[config.mk]
export PLATFORM = sky130hd
export DESIGN_NAME = rr_arb8
export DESIGN_NICKNAME = d
export VERILOG_FILES = /design/src/rtl/arb_pkg.sv /design/src/rtl/mux8_1.sv /design/src/rtl/rr_pick8.sv /design/src/rtl/rr_arb8.sv
export SDC_FILE = /design/constraint.sdc
export NUM_CORES = 1
export LEC_CHECK = 0
export ABC_AREA = 0
export CORE_ASPECT_RATIO = 0.7
export CORE_MARGIN = 2
export CORE_UTILIZATION = 48
export DETAILED_ROUTE_END_ITERATION = 8
export GPL_TIMING_DRIVEN = 0
export PLACE_DENSITY = 0.77
export SLEW_MARGIN = 5
export SYNTH_ARGS = -nofsm -noshare
export SYNTH_HDL_FRONTEND = slang
export SYNTH_SLANG_ARGS = --single-unit
[constraint.sdc]
create_clock -name clk -period 3.19 [get_ports clk]
set_input_delay 0.638 -clock clk [delete_from_list [all_inputs] [get_ports clk]]
set_output_delay 0.638 -clock clk [all_outputs]
set_load 0.02 [all_outputs]
[src/rtl/arb_pkg.sv]
// arb_pkg: shared types and constants for the 8-way round-robin arbiter
package arb_pkg;
    typedef enum logic {IDLE, OWN} state_t;
    typedef logic [2:0] idx_t;
    localparam int NREQ = 8;
    localparam int HOLD_MAX_DEF = 16;
endpackage

[src/rtl/mux8_1.sv]
// mux8_1: 1-bit 8:1 multiplexer
module mux8_1 (
    input  logic [7:0] in,
    input  logic [2:0] sel,
    output logic       out
);
    assign out = in[sel];
endmodule

[src/rtl/rr_pick8.sv]
// rr_pick8: combinational round-robin search, first set req bit from ptr+1 upward mod 8
module rr_pick8
    import arb_pkg::*;
(
    input  logic [NREQ-1:0] req,
    input  idx_t            ptr,
    output idx_t            idx,
    output logic            any
);
    // scan from farthest (ptr itself) to nearest so the nearest set bit wins
    always_comb begin
        idx = ptr;
        for (int i = NREQ; i >= 1; i--)
            if (req[ptr + 3'(i)]) idx = ptr + 3'(i);
    end
    assign any = |req;
endmodule

[src/rtl/rr_arb8.sv]
// rr_arb8: 8-way round-robin arbiter with registered one-hot grant; ARB_TIMEOUT_EN adds hold-time limit
module rr_arb8
    import arb_pkg::*;
#(
    parameter int HOLD_MAX = HOLD_MAX_DEF
) (
    input  logic            clk,
    input  logic            reset_n,
    input  logic [NREQ-1:0] req,
    input  logic [NREQ-1:0] data,
    output logic [NREQ-1:0] gnt,
    output idx_t            sel,
    output logic            gnt_valid,
    output logic            out
);
    state_t          state;
    idx_t            ptr;
    idx_t            pick_ptr;
    idx_t            pick_idx;
    logic [NREQ-1:0] pick_req;
    logic            pick_any;
    logic            rel;
    logic            force_rel;
    logic            mux_out;

    // while owning, search past the owner and exclude it so a handover never re-picks it
    assign pick_ptr = (state == OWN) ? sel : ptr;
    assign pick_req = (state == OWN) ? (req & ~gnt) : req;
    assign rel      = (state == OWN) && (!req[sel] || force_rel);

    rr_pick8 u_pick (
        .req (pick_req),
        .ptr (pick_ptr),
        .idx (pick_idx),
        .any (pick_any)
    );

`ifdef ARB_TIMEOUT_EN
    logic [7:0] cnt;
    assign force_rel = (cnt == 8'(HOLD_MAX - 1)) && pick_any;
    // hold counter: cleared on each new grant, saturates when the owner is alone
    always_ff @(posedge clk or negedge reset_n) begin
        if (!reset_n)
            cnt <= 8'd0;
        else if (state == IDLE || rel)
            cnt <= 8'd0;
        else if (cnt != 8'(HOLD_MAX - 1))
            cnt <= cnt + 8'd1;
    end
`else
    assign force_rel = 1'b0;
`endif

    // arbitration state: grant from IDLE, hold while owner requests, hand over or idle on release
    always_ff @(posedge clk or negedge reset_n) begin
        if (!reset_n) begin
            state     <= IDLE;
            ptr       <= 3'd7;
            sel       <= 3'd0;
            gnt       <= '0;
            gnt_valid <= 1'b0;
        end else if (state == IDLE) begin
            if (pick_any) begin
                state     <= OWN;
                sel       <= pick_idx;
                gnt       <= 8'b1 << pick_idx;
                gnt_valid <= 1'b1;
            end
        end else if (rel) begin
            ptr <= sel;
            if (pick_any) begin
                sel <= pick_idx;
                gnt <= 8'b1 << pick_idx;
            end else begin
                state     <= IDLE;
                gnt       <= '0;
                gnt_valid <= 1'b0;
            end
        end
    end

    mux8_1 u_mux (
        .in  (data),
        .sel (sel),
        .out (mux_out)
    );

    assign out = gnt_valid & mux_out;
endmodule

-- After elaboration in Yosys (flattened, before gate mapping)
Cells that the tools add are included.
- input bits: 18
- word-level logic and storage cells: 74
- latch bits: 0
- bits in registers: 16
- memories: 0
- ROM bits: 0
- memory bits (writable): 0
- bitwise operators: 3
- shifts and indexed selects: 1
- muxes and demuxes: 41
- reductions and logical operators: 7
- add/subtract/negate cells: 7
- divide/modulo/power cells: 0
- equality and inequality tests: 2
- $mul: 0
- $lt $le $gt $ge: 8
- operator list (kind ; count):
    two-way mux 8 bit ; 5
    two-way mux 3 bit ; 11
    less-than comparator 3 x 4 -> 1 bit (second input constant) ; 8
    binary-select mux 1 bit (select 3 bit) ; 9
    two-way mux 1 bit ; 16
    adder 3 bit (second input constant) ; 4
    bitwise AND 8 bit ; 1
    NOT 8 bit ; 1
    OR reduction 8 bit ; 1
    left shift 1 x 3 -> 8 bit (first input constant) ; 1
    adder 3 x 2 -> 3 bit (second input constant) ; 2
    AND reduction 2 bit ; 2
    adder 3 x 1 -> 3 bit (second input constant) ; 1
    AND reduction 3 bit ; 1
    inequality test 2 x 1 -> 1 bit (second input constant) ; 1
    inequality test 2 bit (second input constant) ; 1
    nonzero test 2 bit ; 1
    bitwise AND 1 bit ; 1
    logical AND 1 bit ; 1
    zero test 1 bit ; 1

-- Logic depth before layout (Yosys ltp)
Gate-level depths: netlist (run 1).
- word-level depth: 16
- depth in mapped cells: 13

-- Cells and area by module
From an unflattened synthesis (run 1), not the netlist that was laid out.
- cells, all modules: 178
- area, all modules: 1836.8 µm²
- modules (own cells, without submodules) (module ; cells an instance ; area an instance (µm²) ; instances):
    rr_pick8 ; 101 ; 904.6 ; 1
    rr_arb8 ; 74 ; 868.3 ; 1
    mux8_1 ; 3 ; 63.8 ; 1

-- Least setup slack after synthesis (run 1)
No wires, ideal clock.
- path type: reg-to-reg
- start: register sel[1]
- end: register gnt[0]
- data arrival time: 3189 ps
- setup slack: -120 ps
- period minus slack after synthesis: 3310 ps
- setup time: 121 ps
- data required time: 3069 ps
- cell stages (with the launch flop): 13
- cells stage by stage: dfrtp_1 > clkbuf_1 > mux2i_1 > clkbuf_1 > ha_1 > inv_1 > mux4_2 > a221oi_1 > a2bb2oi_1 > o221ai_1 > o211ai_2 > nor2_1 > a22o_1
- cells in the longest elaborated chain, start to end: 15
- elaborated cells on any way between the ends: 40
- ends and longest elaborated chain (what ; RTL line ; RTL):
    from (decl) ; rr_arb8.sv:12 ; output idx_t sel,
    from (signal assigned) ; rr_arb8.sv:65 ; sel <= pick_idx;
    from (signal assigned) ; rr_arb8.sv:72 ; sel <= pick_idx;
    two-way mux 3 bit ; rr_arb8.sv:27 ; assign pick_ptr = (state == OWN) ? sel : ptr;
    adder 3 bit ; rr_pick8.sv:14 ; if (req[ptr + 3'(i)]) idx = ptr + 3'(i);
    binary-select mux 1 bit (select 3 bit) ; rr_pick8.sv:14 ;
    two-way mux 1 bit (implied by the code) ; rr_pick8.sv:14 ;
    two-way mux 3 bit (7 in a row) ; rr_pick8.sv:14 ;
    left shift 1 x 3 -> 8 bit ; rr_arb8.sv:66, rr_arb8.sv:73 ;
    two-way mux 8 bit ; rr_arb8.sv:71 ; if (pick_any) begin
    two-way mux 8 bit ; rr_arb8.sv:69 ; end else if (rel) begin
    two-way mux 8 bit ; rr_arb8.sv:62 ; end else if (state == IDLE) begin
    to (signal assigned) ; rr_arb8.sv:66 ; gnt <= 8'b1 << pick_idx;
    to (signal assigned) ; rr_arb8.sv:73 ; gnt <= 8'b1 << pick_idx;
    to (decl) ; rr_arb8.sv:11 ; output logic [NREQ-1:0] gnt,
Parallel ways exist; a longest one is shown, timed or not. The select of a mux whose other input is x is not followed.
A chain may end at the register's enable or synchronous reset.

-- Worst setup path after layout (run 1)
- start: register state
- end: register gnt[4]
- cells in the longest elaborated chain, start to end: 15
- elaborated cells on any way between the ends: 40
- ends and longest elaborated chain (what ; RTL line ; RTL):
    from (decl) ; rr_arb8.sv:16 ; state_t state;
    from (signal assigned) ; rr_arb8.sv:57 ; state <= IDLE;
    from (signal assigned) ; rr_arb8.sv:64 ; state <= OWN;
    from (signal assigned) ; rr_arb8.sv:75 ; state <= IDLE;
    two-way mux 3 bit ; rr_arb8.sv:27 ;
    adder 3 bit ; rr_pick8.sv:14 ;
    binary-select mux 1 bit (select 3 bit) ; rr_pick8.sv:14 ;
    two-way mux 1 bit (implied by the code) ; rr_pick8.sv:14 ;
    two-way mux 3 bit (7 in a row) ; rr_pick8.sv:14 ;
    left shift 1 x 3 -> 8 bit ; rr_arb8.sv:66, rr_arb8.sv:73 ;
    two-way mux 8 bit ; rr_arb8.sv:71 ;
    two-way mux 8 bit ; rr_arb8.sv:69 ;
    two-way mux 8 bit ; rr_arb8.sv:62 ;
Parallel ways exist; a longest one is shown, timed or not. The select of a mux whose other input is x is not followed.

==> results of run 1 <==
## layer usage
metal	vias up	wire [µm]	global-route usage
met4	0	67	0.0789
met3	9	454	0.0674
met1	873	2410	0.375
met2	82	2910	0.446
li1	767	-	-
met5	-	0	0
## tightest hold or removal path, cell delays in order (launching register included)
cell and delay (ns):
dfrtp_1 0.38, nand2_1 0.06, o21ai_1 0.07
## cells in the final DEF (no fill, tap or decap), drive strengths merged, types with 5 or more instances in the layout
master / synthesis / layout
clkbuf: 3 / 5
o21ai: 6 / 6
mux2i: 18 / 18
mux4: 11 / 11
nand2: 15 / 15
nor2: 11 / 11
a21oi: 8 / 8
mux2: 13 / 13
clkdlybuf4s50: 0 / 30
buf: 6 / 26
dfrtp: 13 / 13
nor2b: 5 / 5
inv: 6 / 6
a21boi: 8 / 8
## area by class of cell
type | count | area share
buffer | 7 | 0.0245
timing repair buffer | 50 | 0.190
inverter | 6 | 0.0112
tap | 50 | 0.0255
multi-input combinational | 140 | 0.561
sequential | 16 | 0.165
clock buffer | 4 | 0.0224
## flip-flops by register name (all words and copies together) (netlist names)
| name | count |
|---|---|
| sel | 3 |
| state | 1 |
| ptr | 3 |
| gnt_valid | 1 |
| gnt | 8 |
## logic make-up after synthesis
group / after synthesis / share of synthesized area
flops: 16 / 0.234
fa+ha+maj: 2 / 0.0145
compound gates: 52 / 0.225
simple gates: 40 / 0.107
buf+inv: 15 / 0.0435
mux: 42 / 0.342
xor+xnor: 4 / 0.0334
## through the flow
stage / setup slack [ns] / util / hold WS, ns
after floorplan: 0.00548 / - / 0.342
after global placement: -0.485 / 0.599 / 0.474
after detailed placement: -0.492 / 0.599 / 0.485
after CTS: 0.0144 / 0.654 / 0.544
after global routing: -0.0565 / 0.703 / 0.564
final: 0.0368 / 0.703 / 0.547
## worst paths after layout
kind / from / endpoint / slack [ns] / depth (start not counted)
min reg2reg: gnt[3] / gnt[3] / 0.55 / 2
max: state / gnt[4] / 0.04 / 12
max reg2reg: state / gnt[4] / 0.04 / 12
min: gnt[3] / gnt[3] / 0.55 / 2
min in group asynchronous: reset_n / gnt[3] / 0.80 / 1
max in group asynchronous: reset_n / gnt[2] / 1.93 / 1
## cells in the mapped netlist, types with 2 or more instances
master | number | area [µm²]
a21boi_0 | 2 | 15.0
a21boi_1 | 6 | 45.0
a21oi_1 | 8 | 40.0
a221oi_1 | 3 | 26.3
a22o_1 | 4 | 35.0
a31oi_1 | 2 | 12.5
buf_2 | 4 | 20.0
clkbuf_1 | 3 | 11.3
dfrtp_1 | 13 | 325
dfstp_2 | 3 | 78.8
ha_1 | 2 | 25.0
inv_1 | 5 | 18.8
mux2_1 | 4 | 45.0
mux2_2 | 8 | 90.1
mux2i_1 | 17 | 170
mux4_2 | 11 | 248
nand2_1 | 15 | 56.3
nand2b_1 | 2 | 12.5
nand3_1 | 2 | 10.0
nor2_1 | 11 | 41.3
nor2b_1 | 5 | 31.3
o211ai_1 | 3 | 22.5
o21a_1 | 2 | 15.0
o21ai_0 | 2 | 10.0
o21ai_1 | 4 | 20.0
o221ai_1 | 2 | 17.5
o22ai_1 | 2 | 12.5
o31ai_1 | 3 | 22.5
or4_1 | 2 | 15.0
xnor2_2 | 3 | 48.8
## timing repair
action                     CTS  global route
setup endpoints to repair   11            10
setup buffers                9            11
resized for setup           16            17
pin swaps                    6            11
hold buffers                 0             0
==> impl_results.md, run 1 <==
- Seq/Total Area, Yosys: 0.234
- RSZ-0062 raised after global routing: yes
- DP Area: ~2100 µm²
- Number of synthesized flops with an enable pin: 0
- Max incr delay on CP: 0.39 ns
- Minimum clock period: around 3.2 ns
- Register area: 404 µm²
- Number of top-level pins: 31
- Final cell count without fillers: between 200 and 300
- Nets: between 200 and 250
- Yosys reg bits: 16
- Vias per cell: 6.34
- Final worst path period share: 0.988
- Overflow after GRT: 0
- Fmax: between 300 and 400 MHz
- Cts bufs inserted: 3
- Remaining routing DRC violations: 0
- WP data required: roughly 3.3 ns
- Row cnt: 18
- Netlist cell types: 48
- Final setup TNS: 0 ns
- CP cell instances: buf_6 -> buf_12 -> mux2i_4 -> buf_8 -> ha_4 -> mux4_2 -> mux2_4 -> a211o_1 -> a41oi_2 -> o31ai_4 -> xnor2_2 -> a22o_1
- Max_cap viols: 0
- Mean Syn Cell Area: 10.1 µm²
- Vias in the first global route: roughly 1.6k
- Share of post-route cells with drive strength above 1: 0.354
- Synthesized cell area: approximately 1700 µm²
- Final Instance Area: approximately 2500 µm²
- Crit path launch type: register
- Wire length per cell: around 21 µm
- Status: complete, no violations
- Max Transition Viols Final: 0
- Largest net degree at the start of global routing: 17
- Antenna diodes: 0
- Initial drt markers: 158
- Clock slew at reported path FFs: approximately 0.070 ns
- Placed insts: ~250
- Multi-input logic area: between 1000 and 1500 µm²
- CTS tree: done
- Async S/R FF share, synth: 1.00
- First-pass GRT wire length: 8230 µm
- 1st-pass router iterations: 4
- CTS Buffer Depth: 2
- Area Overhead vs Synth: 42.2%
- Synth warnings: 0
- Buffers and inverters on the worst path: 3
- Min-Delay Path Class: register to register
- Skew-Pair Late Insertion Delay: between 0.2 and 0.3 ns
- Fillers: roughly 240
- Die area: ~4100 µm²
- Max-slew headroom: 0.513
- CP max stage cell: mux4_2
- Die width: around 76 µm
- Setup violators final: 0
- Skew final: between 0.008 and 0.009 ns
- ANT nets after route: 0
- CTS root buf: clkbuf_8
- Die Y: 54.2 µm
- GRT Total Usage: 0.278
- CP top delay family: multiplexers
- Ys flop type: dfrtp_1
- CTS H-tree lvls: 1
- Via count: roughly 1.7k
- Post-Syn Nets: between 150 and 200
- Peak fanout along the critical path: 5
- Setup crit end kind: register
- CTS Sinks: 16
- Worst Tran Pin Value: ~0.73 ns
- Final hold vios: 0
- HPWL after DPL: just under 4000 µm
- Critical path class: register to register
- Critical path arrival: 3.30 ns
- Initial antenna violation count: 0
- IO Port Bufs: 30
- Cells after Synth: ~170
- Core area: 3490 µm²
- Initial Util: 0.494
- Gp weighted congestion: between 0.9 and 1
- Drt total wl: roughly 5800 µm
Power of run 1 is not shown: default switching activity piles up to over one toggle a cycle in this logic, so the estimate is an artifact.
==> inputs of run 2 (changes only) <==
--- a/config.mk
+++ b/config.mk
@@ -12,6 +12,7 @@
 export DETAILED_ROUTE_END_ITERATION = 8
 export GPL_TIMING_DRIVEN = 0
 export PLACE_DENSITY = 0.77
+export SKIP_CTS_REPAIR_TIMING = 1
 export SLEW_MARGIN = 5
 export SYNTH_ARGS = -nofsm -noshare
 export SYNTH_HDL_FRONTEND = slang
==> run 2 against run 1 <==
Net effect:
- the flow now finishes with violations (negative setup slack)
- via count is 0.35% higher
- critical path depth unchanged
- clock skew decreased by 0.0025 ns
- register-to-register slack lost 0.05 ns
- die area is the same
- hold slack got worse by 0.0053 ns
- global-route usage decreased by 1.3 points
- wire length decreased by 5.2%
- cell area shrank 2.0%
- setup slack got worse by 0.047 ns
- first-iteration DRC count up 53%
- critical endpoint is now sel[0]
==> impl_results.md, run 2 (synthesis results as in run 1) <==
- Status: complete, but fails checks
- Failing checks: negative setup slack
- Initial Util: 0.494 (unchanged)
- Fillers: 244 (+2.5%)
- Row cnt: 18 (unchanged)
- Gp weighted congestion: 0.944 (unchanged)
- CTS Sinks: 16 (unchanged)
- Vias in the first global route: 1587 (-3.5%)
- Initial drt markers: 241 (+53%)
- Crit path launch type: register
- Worst Tran Pin Value: 0.741 ns (+0.0131 ns)
- R2R setup slack: -0.01 ns (-0.05 ns)
- Minimum clock period: 3.20 ns (+0.0465 ns)
- RSZ-0062 raised after global routing: yes
- Max-slew headroom: 0.505 (-0.00874)
- Die width: 75.7 µm (unchanged)
- CTS root buf: clkbuf_8
- Reg2reg end: sel[0]
- WP data required: 3.32 ns (-0.02 ns)
- Via count: 1737 (+0.35%)
- Hold path endpoint: gnt[3]
- RR Startpoint: state
- Wire length per cell: 20.5 µm (-4.2%)
- Drt total wl: 5540 µm (-5.2%)
- WHS Path Cells: 2 (unchanged)
- ANT nets after route: 0 (unchanged)
- Die Y: 54.2 µm (unchanged)
- Die area: 4100 µm² (unchanged)
- Largest net degree at the start of global routing: 17 (unchanged)
- Final worst slack: -0.00972 ns (-0.0465 ns)
- Setup violators final: 3 (+3)
- IO Port Bufs: 30 (unchanged)
- Skew-Pair Late Insertion Delay: 0.27 ns (about the same)
- CTS tree: done
- Initial antenna violation count: 0 (unchanged)
- Fmax: 313 MHz (-1.5%)
- Crit path top cell by count: buf_6
- Skew final: 0.00567 ns (-0.00254 ns)
- Cts bufs inserted: 3 (unchanged)
- Commonest non-fill, non-tap cell in the layout: clkdlybuf4s50_1
- Multi-input logic area: 1350 µm² (-1.8%)
- Share of post-route cells with drive strength above 1: 0.341 (-0.0134)
- Antenna diodes: 0 (unchanged)
- Final worst path period share: 1.00 (+0.0146)
- Max Transition Viols Final: 0 (unchanged)
- Clock slew at reported path FFs: 0.07 ns (about the same)
- Max_cap viols: 0 (unchanged)
- First-pass GRT wire length: 7820 µm (-5.0%)
- Vias per cell: 6.43 (+1.5%)
- GRT Total Usage: 0.265 (-0.0127)
- Critical path arrival: 3.33 ns (+0.03 ns)
- Area Overhead vs Synth: 39.3%
- Nets: 241 (-1.2%)
- Largest regs: gnt x8, ptr x3, sel x3
- Register area: 404 µm² (unchanged)
- HPWL after DPL: 3890 µm (unchanged)
- Overflow after GRT: 0 (unchanged)
- Hold_ws: 0.542 ns (-0.00526 ns)
- Number of top-level pins: 31 (unchanged)
- Core area: 3490 µm² (unchanged)
- Max reg flops: 8 (unchanged)
- CTS Buffer Depth: 2 (unchanged)
- Critical path class: register to register
- Hold Startpoint: gnt[3]
- Peak fanout along the critical path: 6 (+1)
- CP max stage cell: mux4_2
- Min-Delay Path Class: register to register
- Setup crit end kind: register
- 1st-pass router iterations: 4 (unchanged)
- Final hold vios: 0 (unchanged)
- Top reg by flops: gnt
- R2R depth: 12 (unchanged)
- Most frequent cells in the layout: clkdlybuf4s50_1 (30), mux2i_1 (15), nand2_1 (15), buf_4 (15), dfrtp_1 (13)
- Max incr delay on CP: 0.39 ns (about the same)
- Remaining routing DRC violations: 0 (unchanged)
- CTS H-tree lvls: 1 (unchanged)
- CP cell instances: buf_6 -> buf_8 -> mux2i_4 -> buf_6 -> ha_4 -> mux4_2 -> mux2_4 -> a211o_1 -> a41oi_2 -> o31ai_4 -> xnor2_2 -> a21oi_1
run 2: critical path: cells and delay by family, from the launching register on:
kind                       cells  cell delay (ns)
AOI/OAI and AO/OA              4             0.75
xor gates and xnor gates       1             0.31
adders and majority gates      1             0.32
buffers and inverters          3             0.41
DFF                            1             0.37
muxes                          3             0.89
run 2: worst max path at each step:
stage	from	endpoint	slack, ns	depth (start not counted)
final	state	sel[0]	-0.01	12
after global routing	state	gnt[4]	-0.12	14
after CTS	state	gnt[1]	-0.53	13
after detailed placement	state	gnt[0]	-0.49	13
after global placement	state	gnt[1]	-0.48	13
after floorplan	sel[1]	gnt[0]	0.005	12
run 2: metrics by stage:
stage | std cells | TNS (ns) | setup slack [ns] | cell area [µm²] | util
after CTS | 255 | -4.83 | -0.528 | 2150 | 0.615
after detailed placement | 251 | -4.45 | -0.492 | 2090 | 0.599
after global routing | 270 | -0.712 | -0.118 | 2400 | 0.689
final | 270 | -0.0213 | -0.00972 | 2400 | 0.689
after floorplan | 171 | 0 | 0.00548 | 1730 | -
after global placement | 251 | -4.27 | -0.485 | 2090 | 0.599
run 2: layout make-up:
type	count	area share
sequential	16	0.168
timing repair buffer	46	0.176
inverter	6	0.0141
clock buffer	4	0.0229
multi-input combinational	140	0.563
tap	50	0.0260
buffer	8	0.0297
run 2: routing by layer:
metal  track usage  part of all wire  routed length [µm]  up-vias
li1              -                 -                   -      760
met1         0.353              0.38                2110      859
met2         0.429              0.49                2690      103
met3        0.0674              0.12                 652       15
met4        0.0789             0.016                  87        0
met5             0                 0                   0        -
Power of run 2 is left out for the same reason.
